## src/rtl/uart_pkg.sv

```systemverilog
// Shared UART definitions: line-control bytes, byte-transmitter state type, nibble-to-ASCII helper.
// Latency: none (types, constants and a pure function only).
// Backpressure: not applicable.
package uart_pkg;

  localparam logic [7:0] CR = 8'h0D;
  localparam logic [7:0] LF = 8'h0A;

  typedef enum logic [1:0] {
    IDLE,
    START,
    DATA,
    STOP
  } state_t;

  // 0-9 -> '0'-'9' (0x30-0x39), 10-15 -> 'A'-'F' (0x41-0x46)
  function automatic logic [7:0] hex2ascii(input logic [3:0] nib);
    if (nib < 4'd10) return 8'h30 + {4'h0, nib};
    else             return 8'h37 + {4'h0, nib};
  endfunction

endpackage

```

## src/rtl/uart_byte_tx.sv

```systemverilog
// Serializes one byte as an 8N1 frame, LSB first, each bit held CLKS_PER_BIT cycles.
// Latency: line drops to the start bit on the edge that samples start while idle.
// Backpressure: start is only honoured in IDLE or in the last stop-bit cycle (flagged by done).
//
// Ports:
//   clk, reset : clock, synchronous active-high reset
//   start      : load data and begin a frame (accepted when idle or while done is high)
//   data       : byte to send, sampled together with start
//   tx         : registered serial line, idle high
//   done       : high during the final cycle of the stop bit
module uart_byte_tx
  import uart_pkg::*;
#(
  parameter int CLKS_PER_BIT = 434
) (
  input  logic       clk,
  input  logic       reset,
  input  logic       start,
  input  logic [7:0] data,
  output logic       tx,
  output logic       done
);

  localparam int CW = $clog2(CLKS_PER_BIT);
  localparam logic [CW-1:0] LAST    = CW'(CLKS_PER_BIT - 1);
  localparam logic [CW-1:0] PRELAST = CW'(CLKS_PER_BIT - 2);

  state_t        state;
  logic [CW-1:0] baud_cnt;
  logic [2:0]    bit_idx;
  logic [7:0]    shreg;
  logic          baud_tc;

  assign baud_tc = (baud_cnt == LAST);

  always_ff @(posedge clk) begin
    if (reset) begin
      state    <= IDLE;
      baud_cnt <= '0;
      bit_idx  <= '0;
      shreg    <= '0;
      tx       <= 1'b1;
      done     <= 1'b0;
    end else begin
      done     <= 1'b0;
      baud_cnt <= baud_cnt + CW'(1);
      case (state)
        IDLE: begin
          baud_cnt <= '0;
          tx       <= 1'b1;
          if (start) begin
            state <= START;
            shreg <= data;
            tx    <= 1'b0;
          end
        end
        START: begin
          if (baud_tc) begin
            state    <= DATA;
            baud_cnt <= '0;
            bit_idx  <= '0;
            tx       <= shreg[0];
          end
        end
        DATA: begin
          if (baud_tc) begin
            baud_cnt <= '0;
            if (bit_idx == 3'd7) begin
              state <= STOP;
              tx    <= 1'b1;
            end else begin
              bit_idx <= bit_idx + 3'd1;
              shreg   <= {1'b0, shreg[7:1]};
              tx      <= shreg[1];
            end
          end
        end
        STOP: begin
          // Raise done one cycle early so the sequencer can chain the next
          // byte straight into a start bit with no idle gap.
          if (baud_cnt == PRELAST) done <= 1'b1;
          if (baud_tc) begin
            baud_cnt <= '0;
            if (start) begin
              state <= START;
              shreg <= data;
              tx    <= 1'b0;
            end else begin
              state <= IDLE;
            end
          end
        end
        default: state <= IDLE;
      endcase
    end
  end

endmodule

```

## src/rtl/led_uart_reporter.sv

```systemverilog
// Reports every change of the LED nibble on a UART as "<hex digit> CR LF".
// Latency: change sampled at edge N is pushed at N, popped at N+1, start bit begins at N+2.
// Backpressure: none upstream; changes arriving with the FIFO full are dropped and flagged in sticky overflow.
//
// Ports:
//   clk, reset : clock, synchronous active-high reset
//   led_in     : LED nibble, sampled every cycle
//   uart_tx    : serial line, idle high
//   busy       : record in flight or FIFO non-empty
//   overflow   : sticky drop indicator, cleared only by reset
module led_uart_reporter
  import uart_pkg::*;
#(
  parameter int CLK_HZ = 50_000_000,
  parameter int BAUD   = 115_200,
  parameter int DEPTH  = 4
) (
  input  logic       clk,
  input  logic       reset,
  input  logic [3:0] led_in,
  output logic       uart_tx,
  output logic       busy,
  output logic       overflow
);

  localparam int CLKS_PER_BIT = CLK_HZ / BAUD;
  localparam int AW = $clog2(DEPTH);
  localparam logic [AW:0] FULL_CNT = (AW+1)'(DEPTH);

  logic [3:0]    prev;
  logic [3:0]    fifo_mem [DEPTH];
  logic [AW-1:0] wr_ptr;
  logic [AW-1:0] rd_ptr;
  logic [AW:0]   count;
  logic [AW:0]   count_nxt;
  logic          change;
  logic          fifo_full;
  logic          fifo_empty;
  logic          push;
  logic          pop;
  logic          rec_active;
  logic          rec_active_nxt;
  logic          rec_end;
  logic          launch;
  logic [1:0]    byte_idx;
  logic [7:0]    hex_byte;
  logic          tx_start;
  logic          tx_done;
  logic [7:0]    tx_data;

  always_comb begin
    change     = (led_in != prev);
    fifo_full  = (count == FULL_CNT);
    fifo_empty = (count == '0);
    // A new record can only start once the previous one has fully ended.
    pop        = !rec_active && !fifo_empty;
    // A simultaneous pop frees the slot, so a full FIFO still accepts the push.
    push       = change && (!fifo_full || pop);
    count_nxt  = count + (AW+1)'(push) - (AW+1)'(pop);
    rec_end    = tx_done && (byte_idx == 2'd2);
    rec_active_nxt = pop ? 1'b1 : (rec_end ? 1'b0 : rec_active);
    // First byte is launched from a registered pulse; CR and LF are chained
    // off done so they follow the previous stop bit with no gap.
    tx_start   = launch || (tx_done && (byte_idx != 2'd2));
    tx_data    = !tx_done ? hex_byte : ((byte_idx == 2'd0) ? CR : LF);
  end

  always_ff @(posedge clk) begin
    if (reset) begin
      prev       <= 4'h0;
      wr_ptr     <= '0;
      rd_ptr     <= '0;
      count      <= '0;
      overflow   <= 1'b0;
      busy       <= 1'b0;
      rec_active <= 1'b0;
      launch     <= 1'b0;
      byte_idx   <= 2'd0;
      hex_byte   <= 8'h00;
    end else begin
      launch <= 1'b0;
      if (change) prev <= led_in;
      if (change && !push) overflow <= 1'b1;
      if (push) wr_ptr <= wr_ptr + AW'(1);
      if (pop) begin
        rd_ptr   <= rd_ptr + AW'(1);
        hex_byte <= hex2ascii(fifo_mem[rd_ptr]);
        byte_idx <= 2'd0;
        launch   <= 1'b1;
      end else if (tx_done && (byte_idx != 2'd2)) begin
        byte_idx <= byte_idx + 2'd1;
      end
      count      <= count_nxt;
      rec_active <= rec_active_nxt;
      busy       <= rec_active_nxt || (count_nxt != '0);
    end
  end

  // Storage needs no reset: occupancy is tracked by count and the pointers.
  always_ff @(posedge clk) begin
    if (push) fifo_mem[wr_ptr] <= led_in;
  end

  uart_byte_tx #(
    .CLKS_PER_BIT(CLKS_PER_BIT)
  ) u_byte_tx (
    .clk   (clk),
    .reset (reset),
    .start (tx_start),
    .data  (tx_data),
    .tx    (uart_tx),
    .done  (tx_done)
  );

endmodule

```

## config.mk

```make
export PLATFORM = sky130hd
export DESIGN_NAME = led_uart_reporter
export DESIGN_NICKNAME = d
export VERILOG_FILES = /design/src/rtl/uart_pkg.sv /design/src/rtl/uart_byte_tx.sv /design/src/rtl/led_uart_reporter.sv
export SDC_FILE = /design/constraint.sdc
export NUM_CORES = 1
export LEC_CHECK = 0
export CORE_MARGIN = 2
export CORE_UTILIZATION = 55
export DETAILED_ROUTE_END_ITERATION = 6
export PLACE_DENSITY = 0.72
export SYNTH_ARGS = -nofsm -noshare
export SYNTH_HDL_FRONTEND = slang
export SYNTH_SLANG_ARGS = --single-unit
export TNS_END_PERCENT = 10
```

## constraint.sdc

```tcl
create_clock -name clk -period 3.5 [get_ports clk]
set_input_delay 0.7 -clock clk [delete_from_list [all_inputs] [get_ports clk]]
set_output_delay 0.7 -clock clk [all_outputs]
set_load 0.02 [all_outputs]
```

---- Word-level counts from Yosys, hierarchy flattened ----
Memories as Yosys holds them, arrays and structs flattened. A register that Yosys moved wholly into a read port is not among the register bits.
Cells that the tools add are included.
storage, ports and cells
  register bits after elaboration ......... 49
  latch bits .............................. 0
  bits in writable memories ............... 16
  memory bits (read-only) ................. 0
  output and inout port bits .............. 3
  memories kept ........................... 1
operators by class
  add/subtract/negate cells ............... 9
  multiply operators ...................... 0
  div/mod/pow operators ................... 0
  $lt $le $gt $ge ......................... 1
  eq/ne operators ......................... 17
  shifts and indexed selects .............. 0
  mux-type cells .......................... 36
  bitwise operators ....................... 1
  reduce and logical (&&, ||, !) cells .... 25
memories
  name      depth  width  rd ports  clocked after Yosys merged registers in  write ports  RTL line                 RTL
  fifo_mem  4      4      1         1                                        1            led_uart_reporter.sv:31  logic [3:0] fifo_mem [DEPTH];
operators with widths
  kind                                                    count
  two-way mux 8 bit                                       5
  one-hot mux 8 bit (3 select lines)                      1
  equality test 9 bit (second input constant)             2
  one-hot mux 9 bit (2 select lines)                      1
  adder 6 x 4 -> 7 bit (first input constant)             2
  two-way mux 2 bit                                       7
  two-way mux 1 bit                                       13
  two-way mux 3 bit                                       4
  AND reduction 4 bit                                     3
  adder 9 x 1 -> 9 bit (second input constant)            1
  two-way mux 9 bit                                       1
  inequality test 2 x 1 -> 1 bit (second input constant)  4
  inequality test 2 bit (second input constant)           4
  one-hot mux 2 bit (4 select lines)                      1
  two-way mux 7 bit                                       1
  adder 2 x 1 -> 2 bit (second input constant)            3
  equality test 2 bit (second input constant)             3
  equality test 3 bit (second input constant)             2
  one-hot mux 3 bit (2 select lines)                      1
  nonzero test 3 bit                                      2
  logical AND 1 bit                                       5
  AND reduction 5 bit                                     1
  logical NOT 1 bit                                       4
  logical NOT 2 bit                                       2
  13 further kinds                                        16

---- Logic depth before layout (Yosys ltp) ----
Gate-level depths: netlist (run 1).
  depth in word-level cells ............... 9
  mapped depth ............................ 11
  depth with buffers taken out ............ 9

---- Cells and area by module ----
A second synthesis (run 1) with hierarchy kept.
second synthesis, totals
  cells, all modules ...................... 294
  area total of the unflattened synthesis .. 3,116.7 sq um
by module, submodules not included
  module             times used  cells each  area each (sq um)
  led_uart_reporter  1           152         1,779.2
  uart_byte_tx       1           142         1,337.5

---- Worst setup path after synthesis (run 1) ----
No wires, ideal clock.
  path type ............................... in2reg
  start point ............................. input led_in[2]
  end point ............................... register busy
  arrival ................................. 2.501 ns
  data required time ...................... 3.360 ns
  setup slack ............................. 0.858 ns
  stages on the path ...................... 9
  path buffers ............................ 0
  cells stage by stage .................... xnor2_1 -> a41oi_1 -> inv_1 -> ha_1 -> inv_1 -> ha_1 -> fa_1 -> xnor2_1 -> a41oi_1
on the way
  longest elaborated chain between the ends .. 6
RTL lines
  what                       RTL line                 RTL
  start, declared            led_uart_reporter.sv:20  input logic [3:0] led_in,
  inequality test 4 bit      led_uart_reporter.sv:52  change = (led_in != prev);
  logical AND 1 bit          led_uart_reporter.sv:58  push = change && (!fifo_full || pop);
  adder 3 x 1 -> 3 bit       led_uart_reporter.sv:59  count_nxt = count + (AW+1)'(push) - (AW+1)'(pop);
  subtractor 3 x 1 -> 3 bit  led_uart_reporter.sv:59
  nonzero test 3 bit         led_uart_reporter.sv:95  busy <= rec_active_nxt || (count_nxt != '0);
  logical OR 1 bit           led_uart_reporter.sv:95
  end signal, assigned       led_uart_reporter.sv:95
  end, declared              led_uart_reporter.sv:22  output logic busy,
Every way passes these cells.
A chain may end at the register's enable or synchronous reset.

---- Final worst setup path (run 1) ----
  start point ............................. input led_in[3]
  end point ............................... register busy
Same word-level chain as after synthesis.

==> impl_metrics.env, run 1 <==
export IMPL_die_height_um=77.9
export IMPL_cts_tree="yes"
export IMPL_layout_nets=328
export IMPL_wl_mm=5.13
export IMPL_setup_ws_ns=0.704
export IMPL_cp_arrival_ns=3.00
export IMPL_cp_startpoint="led_in[3]"
export IMPL_dp_cells=361
export IMPL_cts_resized=0
export IMPL_routed_top_layer="met4"
export IMPL_cts_inserted_buffers=9
export IMPL_drtIter0Drc=103
export IMPL_wl_met3_um=166
export IMPL_final_cells=377
export IMPL_slew_viol_final=0
export IMPL_clk_pin_slew_ns=0.07
export IMPL_final_area_um2=3320
export IMPL_synth_area_leaders="dfxtp_1 (33%), edfxtp_1 (16%), ha_1 (7.9%)"
export IMPL_register_area_um2=1460
export IMPL_post_dp_hpwl_mm=3.52
export IMPL_yosysWarnings=0
export IMPL_drcViolationCount=0
export IMPL_vias=2037
export IMPL_final_util=0.638
export IMPL_grt_usage=0.193
export IMPL_maxCapViolCount=0
export IMPL_synth_top_area_frac=0.326
export IMPL_drt_pass1_iterations=4
export IMPL_synth_ff_type="dfxtp_1"
export IMPL_boundaryPins=9
export IMPL_gp_congestion=0.804
export IMPL_grt_pass1_wl_mm=9.10
export IMPL_synth_top_area_cell="dfxtp_1"
export IMPL_area_delta_synth_final_pct=10.4
export IMPL_nFillCells=426
export IMPL_cp_required_ns=3.70
export IMPL_avgSynthCellArea_um2=10.3
export IMPL_min_period_ns=2.80
export IMPL_diodes=0
export IMPL_relSlewSlack=0.508
export IMPL_finalHoldViolCount=0
export IMPL_die_w_um=77.9
export IMPL_cts_max_level=3
export IMPL_multiInputGateArea_um2=1430
export IMPL_fin_crit_sh=0.799
export IMPL_grt_ovfl_total=0
export IMPL_setup_viol=0
export IMPL_hold_start="hex_byte[1]"
export IMPL_pre_cts_ws_ns=0.384
export IMPL_grt_pass1_vias=2023
export IMPL_async_reset_ff_frac=0
export IMPL_criticalPathCategory="input port to flop"
export IMPL_clock_sinks=65
export IMPL_dpl_instance_area_um2=3140
export IMPL_dieArea_um2=6070
export IMPL_core_area_um2=5200
export IMPL_grt_max_degree=40
export IMPL_antenna_found_initial=0
export IMPL_drive_gt1_frac=0.0977
export IMPL_skew_ns=0.00787
export IMPL_cts_buffer_depth=2
export IMPL_syn_nets=319
export IMPL_powerDensity_nw_per_um2=750
export IMPL_port_buffers=8
export IMPL_clk_insertion_delay_late_ns=0.34
export IMPL_start_util=0.578
export IMPL_leakagePower_nw=1.21
export IMPL_r2r_start="count[1]"
export IMPL_min_path_type="flop to flop"
export IMPL_synth_area_um2=3010
export IMPL_wire_per_inst_um=13.6
export IMPL_drt_met1_wl_mm=2.55
export IMPL_tns_ns=0
export IMPL_wl_met2_mm=2.33
export IMPL_root_buffer="clkbuf_8"
export IMPL_status="complete, no violations"
export IMPL_rows=26
export IMPL_vias_per_cell=5.40
export IMPL_ir_drop_uv=430
export IMPL_cts_hold_buf=0
export IMPL_rsz0062_at_grt="no"
export IMPL_synth_edff_count=16
export IMPL_postSynthCellCount=293
export IMPL_yosysSeqAreaShare=0.486
export IMPL_path_max_fanout=6
export IMPL_ant_nets=0
export IMPL_postCtsSetupBuffers=0
export IMPL_max_freq_mhz=358
export IMPL_yosysUniqueCellTypes=49
export IMPL_crit_path_end_kind="flop"
export IMPL_worstMarginPinSlew_ns=0.732
export IMPL_synth_seq_cells=65
export IMPL_start_kind="input port"
final cells by class:
type,count,area share
flip-flops and latches,65,0.440
multi-input cells,198,0.431
clock buffers,9,0.0373
repair buffers,10,0.0286
well taps,70,0.0264
inverters,18,0.0203
clock inverters,7,0.0166
cells in the mapped netlist (all sizes together) (3+ instances only):
cell type  instances
a2111oi            3
a21oi             18
a41oi              3
and2               6
clkbuf            10
dfxtp             49
edfxtp            16
ha                19
inv               18
mux2i              5
mux4               4
nand2             18
nand3              8
nand4              3
nor2              28
nor2b             11
nor3              10
nor3b              3
o21ai             12
xnor2             14
xor2               3
critical path, cell delays in order:
cell and delay [ns]:
clkdlybuf4s50_1 0.50, xnor2_1 0.19, a41oi_1 0.29, inv_1 0.08, ha_1 0.28, inv_1 0.04, ha_1 0.18, fa_1 0.38
xnor2_1 0.22, a41oi_1 0.15
routing by layer:
layer / vias up / GRT usage
li1: 1046 / -
met1: 948 / 0.259
met2: 36 / 0.298
met3: 7 / 0.0349
met4: 0 / 0.100
met5: - / 0
stage by stage:
step	total power (W)	hold slack (ns)
6_report	0.00249	0.462
3_5_place_dp	0.00194	0.453
2_1_floorplan	0.00174	0.437
3_3_place_gp	0.00192	0.454
5_1_grt	0.00268	0.494
4_1_cts	0.00251	0.463
state kept, by name (all words and copies together), names as in the netlist, named ones only:
register,count
count,3
launch,1
u_byte_tx.state,2
u_byte_tx.bit_idx,3
wr_ptr,2
fifo_mem,16
u_byte_tx.shreg,7
rd_ptr,2
byte_idx,2
busy,1
hex_byte,7
overflow,1
rec_active,1
u_byte_tx.done,1
u_byte_tx.baud_cnt,9
u_byte_tx.tx,1
prev,4
final timing paths:
path	to	slack (ns)	cells past startpoint
max	busy	0.70	10
min	hex_byte[1]	0.46	2
max reg2reg	busy	0.96	9
min reg2reg	hex_byte[1]	0.46	2
cell families (layout without fill, tap and decap cells):
logic type,count (synthesis),after routing,share of synthesized area
simple gates,97,97,0.169
flops,65,65,0.486
compound gates,55,55,0.124
buf+inv,30,44,0.0383
fa+ha+maj,20,20,0.0857
xor+xnor,17,17,0.0495
mux,9,9,0.0479
report_power, final:
part | leakage [nW] | switching [W] | internal [W]
Sequential | 0.551 | 0.000104 | 0.000944
Clock | 0.0858 | 0.000310 | 0.000261
Combinational | 0.577 | 0.000496 | 0.000375
layout by cell type, fill, tap and decap left out, types with 10 or more instances in the layout:
cell	instances
a21oi_1	18
dfxtp_1	49
edfxtp_1	16
ha_1	19
inv_1	17
nand2_1	18
nor2_1	28
nor2b_1	11
nor3_1	10
o21ai_0	11
xnor2_1	14
Note: power is estimated with default switching activity, not from simulation.
==> inputs of run 2 (changes only) <==
--- a/config.mk
+++ b/config.mk
@@ -8,7 +8,7 @@
 export CORE_MARGIN = 2
 export CORE_UTILIZATION = 55
 export DETAILED_ROUTE_END_ITERATION = 6
-export PLACE_DENSITY = 0.72
+export PLACE_DENSITY = 0.75
 export SYNTH_ARGS = -nofsm -noshare
 export SYNTH_HDL_FRONTEND = slang
 export SYNTH_SLANG_ARGS = --single-unit
==> constraint.sdc (replaced) <==
create_clock -name clk -period 2.3 [get_ports clk]
set_input_delay 0.46 -clock clk [delete_from_list [all_inputs] [get_ports clk]]
set_output_delay 0.46 -clock clk [all_outputs]
set_load 0.02 [all_outputs]
==> impl_metrics.env, run 2 (synthesized netlist as in run 1, its figures left out) <==
export IMPL_status="complete, no violations"
export IMPL_power_frac_comb=0.373
export IMPL_setup_ws_ns=0.133
export IMPL_root_buffer="clkbuf_8"
export IMPL_die_w_um=77.9
export IMPL_r2r_start="count[2]"
export IMPL_drcViolationCount=0
export IMPL_cts_inserted_buffers=9
export IMPL_slowest_stage="fa_2"
export IMPL_wl_met2_mm=2.41
export IMPL_pwr_share_clk=0.203
export IMPL_maxCapViolCount=0
export IMPL_crit_cells=10
export IMPL_cp_top_family="adder cells"
export IMPL_r2r_end="busy"
export IMPL_setup_viol=0
export IMPL_final_area_um2=3460
export IMPL_port_buffers=8
export IMPL_start_util=0.578
export IMPL_drtIter0Drc=94
export IMPL_pre_cts_ws_ns=-0.393
export IMPL_grt_ovfl_total=0
export IMPL_cts_buffer_depth=2
export IMPL_regMostFlops="fifo_mem"
export IMPL_min_period_ns=2.17
export IMPL_area_delta_synth_final_pct=15.1
export IMPL_wl_met3_um=112
export IMPL_finalHoldViolCount=0
export IMPL_cp_num_buf_inv=3
export IMPL_gp_congestion=0.832
export IMPL_grt_usage=0.191
export IMPL_p_int_w=0.00246
export IMPL_drt_met1_wl_mm=2.59
export IMPL_min_path_type="flop to flop"
export IMPL_ir_drop_uv=798
export IMPL_r2r_slack_ns=0.13
export IMPL_clock_sinks=65
export IMPL_vias=2103
export IMPL_ant_nets=0
export IMPL_rows=26
export IMPL_largest_reg_flops=16
export IMPL_criticalPathCategory="flop to flop"
export IMPL_boundaryPins=9
export IMPL_grt_max_degree=40
export IMPL_fin_crit_sh=0.942
export IMPL_relSlewSlack=0.532
export IMPL_antenna_found_initial=0
export IMPL_diodes=0
export IMPL_cp_arrival_ns=2.42
export IMPL_wl_mm=5.22
export IMPL_dpl_instance_area_um2=3250
export IMPL_drt_pass1_iterations=4
export IMPL_max_stage_delay_ns=0.53
export IMPL_clk_pin_slew_ns=0.06
export IMPL_final_common_cell="dfxtp_1"
export IMPL_wire_per_inst_um=13.5
export IMPL_final_cell_mix="dfxtp_1 (46), nor2_1 (28), ha_1 (19)"
export IMPL_cts_tree="yes"
export IMPL_core_area_um2=5200
export IMPL_crit_path_end_kind="flop"
export IMPL_cp_required_ns=2.55
export IMPL_hold_ws_ns=0.462
export IMPL_clk_insertion_delay_late_ns=0.34
export IMPL_rsz0062_at_grt="no"
export IMPL_worstMarginPinSlew_ns=0.696
export IMPL_routed_top_layer="met4"
export IMPL_layout_nets=339
export IMPL_cp_startpoint="count[2]"
export IMPL_skew_ns=0.00716
export IMPL_path_max_fanout=3
export IMPL_p_sw_w=0.00134
export IMPL_max_freq_mhz=461
export IMPL_rr_worst_depth=10
export IMPL_pwr_share_seq=0.424
export IMPL_drive_gt1_frac=0.154
export IMPL_grt_pass1_wl_mm=9.09
export IMPL_cts_max_level=3
export IMPL_vias_per_cell=5.42
export IMPL_cp_cell_sequence="nor4bb_4 > buf_4 > a41oi_2 > inv_1 > ha_1 > inv_1 > ha_1 > fa_2 > nor2_1 > a41oi_1"
export IMPL_slew_viol_final=0
export IMPL_largestRegisters="fifo_mem: 16 flops, u_byte_tx.baud_cnt: 9 flops"
export IMPL_dieArea_um2=6070
export IMPL_die_height_um=77.9
export IMPL_post_dp_hpwl_mm=3.62
export IMPL_endpoint="busy"
export IMPL_swShare=0.352
export IMPL_grt_pass1_vias=2070
export IMPL_cts_hold_buf=0
export IMPL_leakagePower_nw=1.31
export IMPL_start_kind="flop"
export IMPL_powerDensity_nw_per_um2=1100
[run 2: worst min path at each step]
stage	from	to	slack, ns	cells after the start
detailed placement	hex_byte[6]	hex_byte[6]	0.45	2
global route	hex_byte[3]	hex_byte[3]	0.50	2
CTS	hex_byte[6]	hex_byte[6]	0.46	2
floorplan	hex_byte[6]	hex_byte[6]	0.44	2
finish	hex_byte[6]	hex_byte[6]	0.46	2
global placement	hex_byte[1]	hex_byte[1]	0.45	2
[run 2: timing repair]
| action | in CTS | in global routing |
|---|---|---|
| buffers inserted | 0 | 0 |
| pin swaps | 2 | 3 |
| hold endpoints to repair | 0 | 0 |
| setup endpoints to repair | 1 | 2 |
| gates resized for setup | 6 | 9 |
[run 2: metrics by stage]
step	power (W)	cells	utilization	TNS [ns]
2_1_floorplan	0.00266	293	-	0
4_1_cts	0.00378	388	0.657	0
6_report	0.00380	388	0.665	0
3_5_place_dp	0.00300	372	0.624	-0.935
5_1_grt	0.00409	388	0.665	0
3_3_place_gp	0.00297	372	0.624	-0.834
[run 2: tightest hold or removal path, stage by stage (launching register included)]
cell     delay [ns]
dfxtp_1        0.31
nand2_1        0.05
a21oi_1        0.05
[run 2: power by group through the flow]
stage / logic (W) / clock network (W) / registers (W)
2_1_floorplan: 0.00106 / 0 / 0.00160
3_3_place_gp: 0.00135 / 0 / 0.00162
3_5_place_dp: 0.00138 / 0 / 0.00162
4_1_cts: 0.00139 / 0.000793 / 0.00160
5_1_grt: 0.00160 / 0.000843 / 0.00165
6_report: 0.00142 / 0.000773 / 0.00161
[run 2: area by class of cell]
cell class	instances	area [um2]
repair buffers	21	189
clock buffers	11	131
fillers	411	1740
multi-input cells	198	1500
flip-flops and latches	65	1470
inverters	18	67.6
clock inverters	5	22.5
well taps	70	87.6
[run 2: layer usage]
metal  vias up  track usage
li1       1078            -
met1       996        0.249
met2        20        0.294
met3         9       0.0523
met4         0       0.0947
met5         -            0
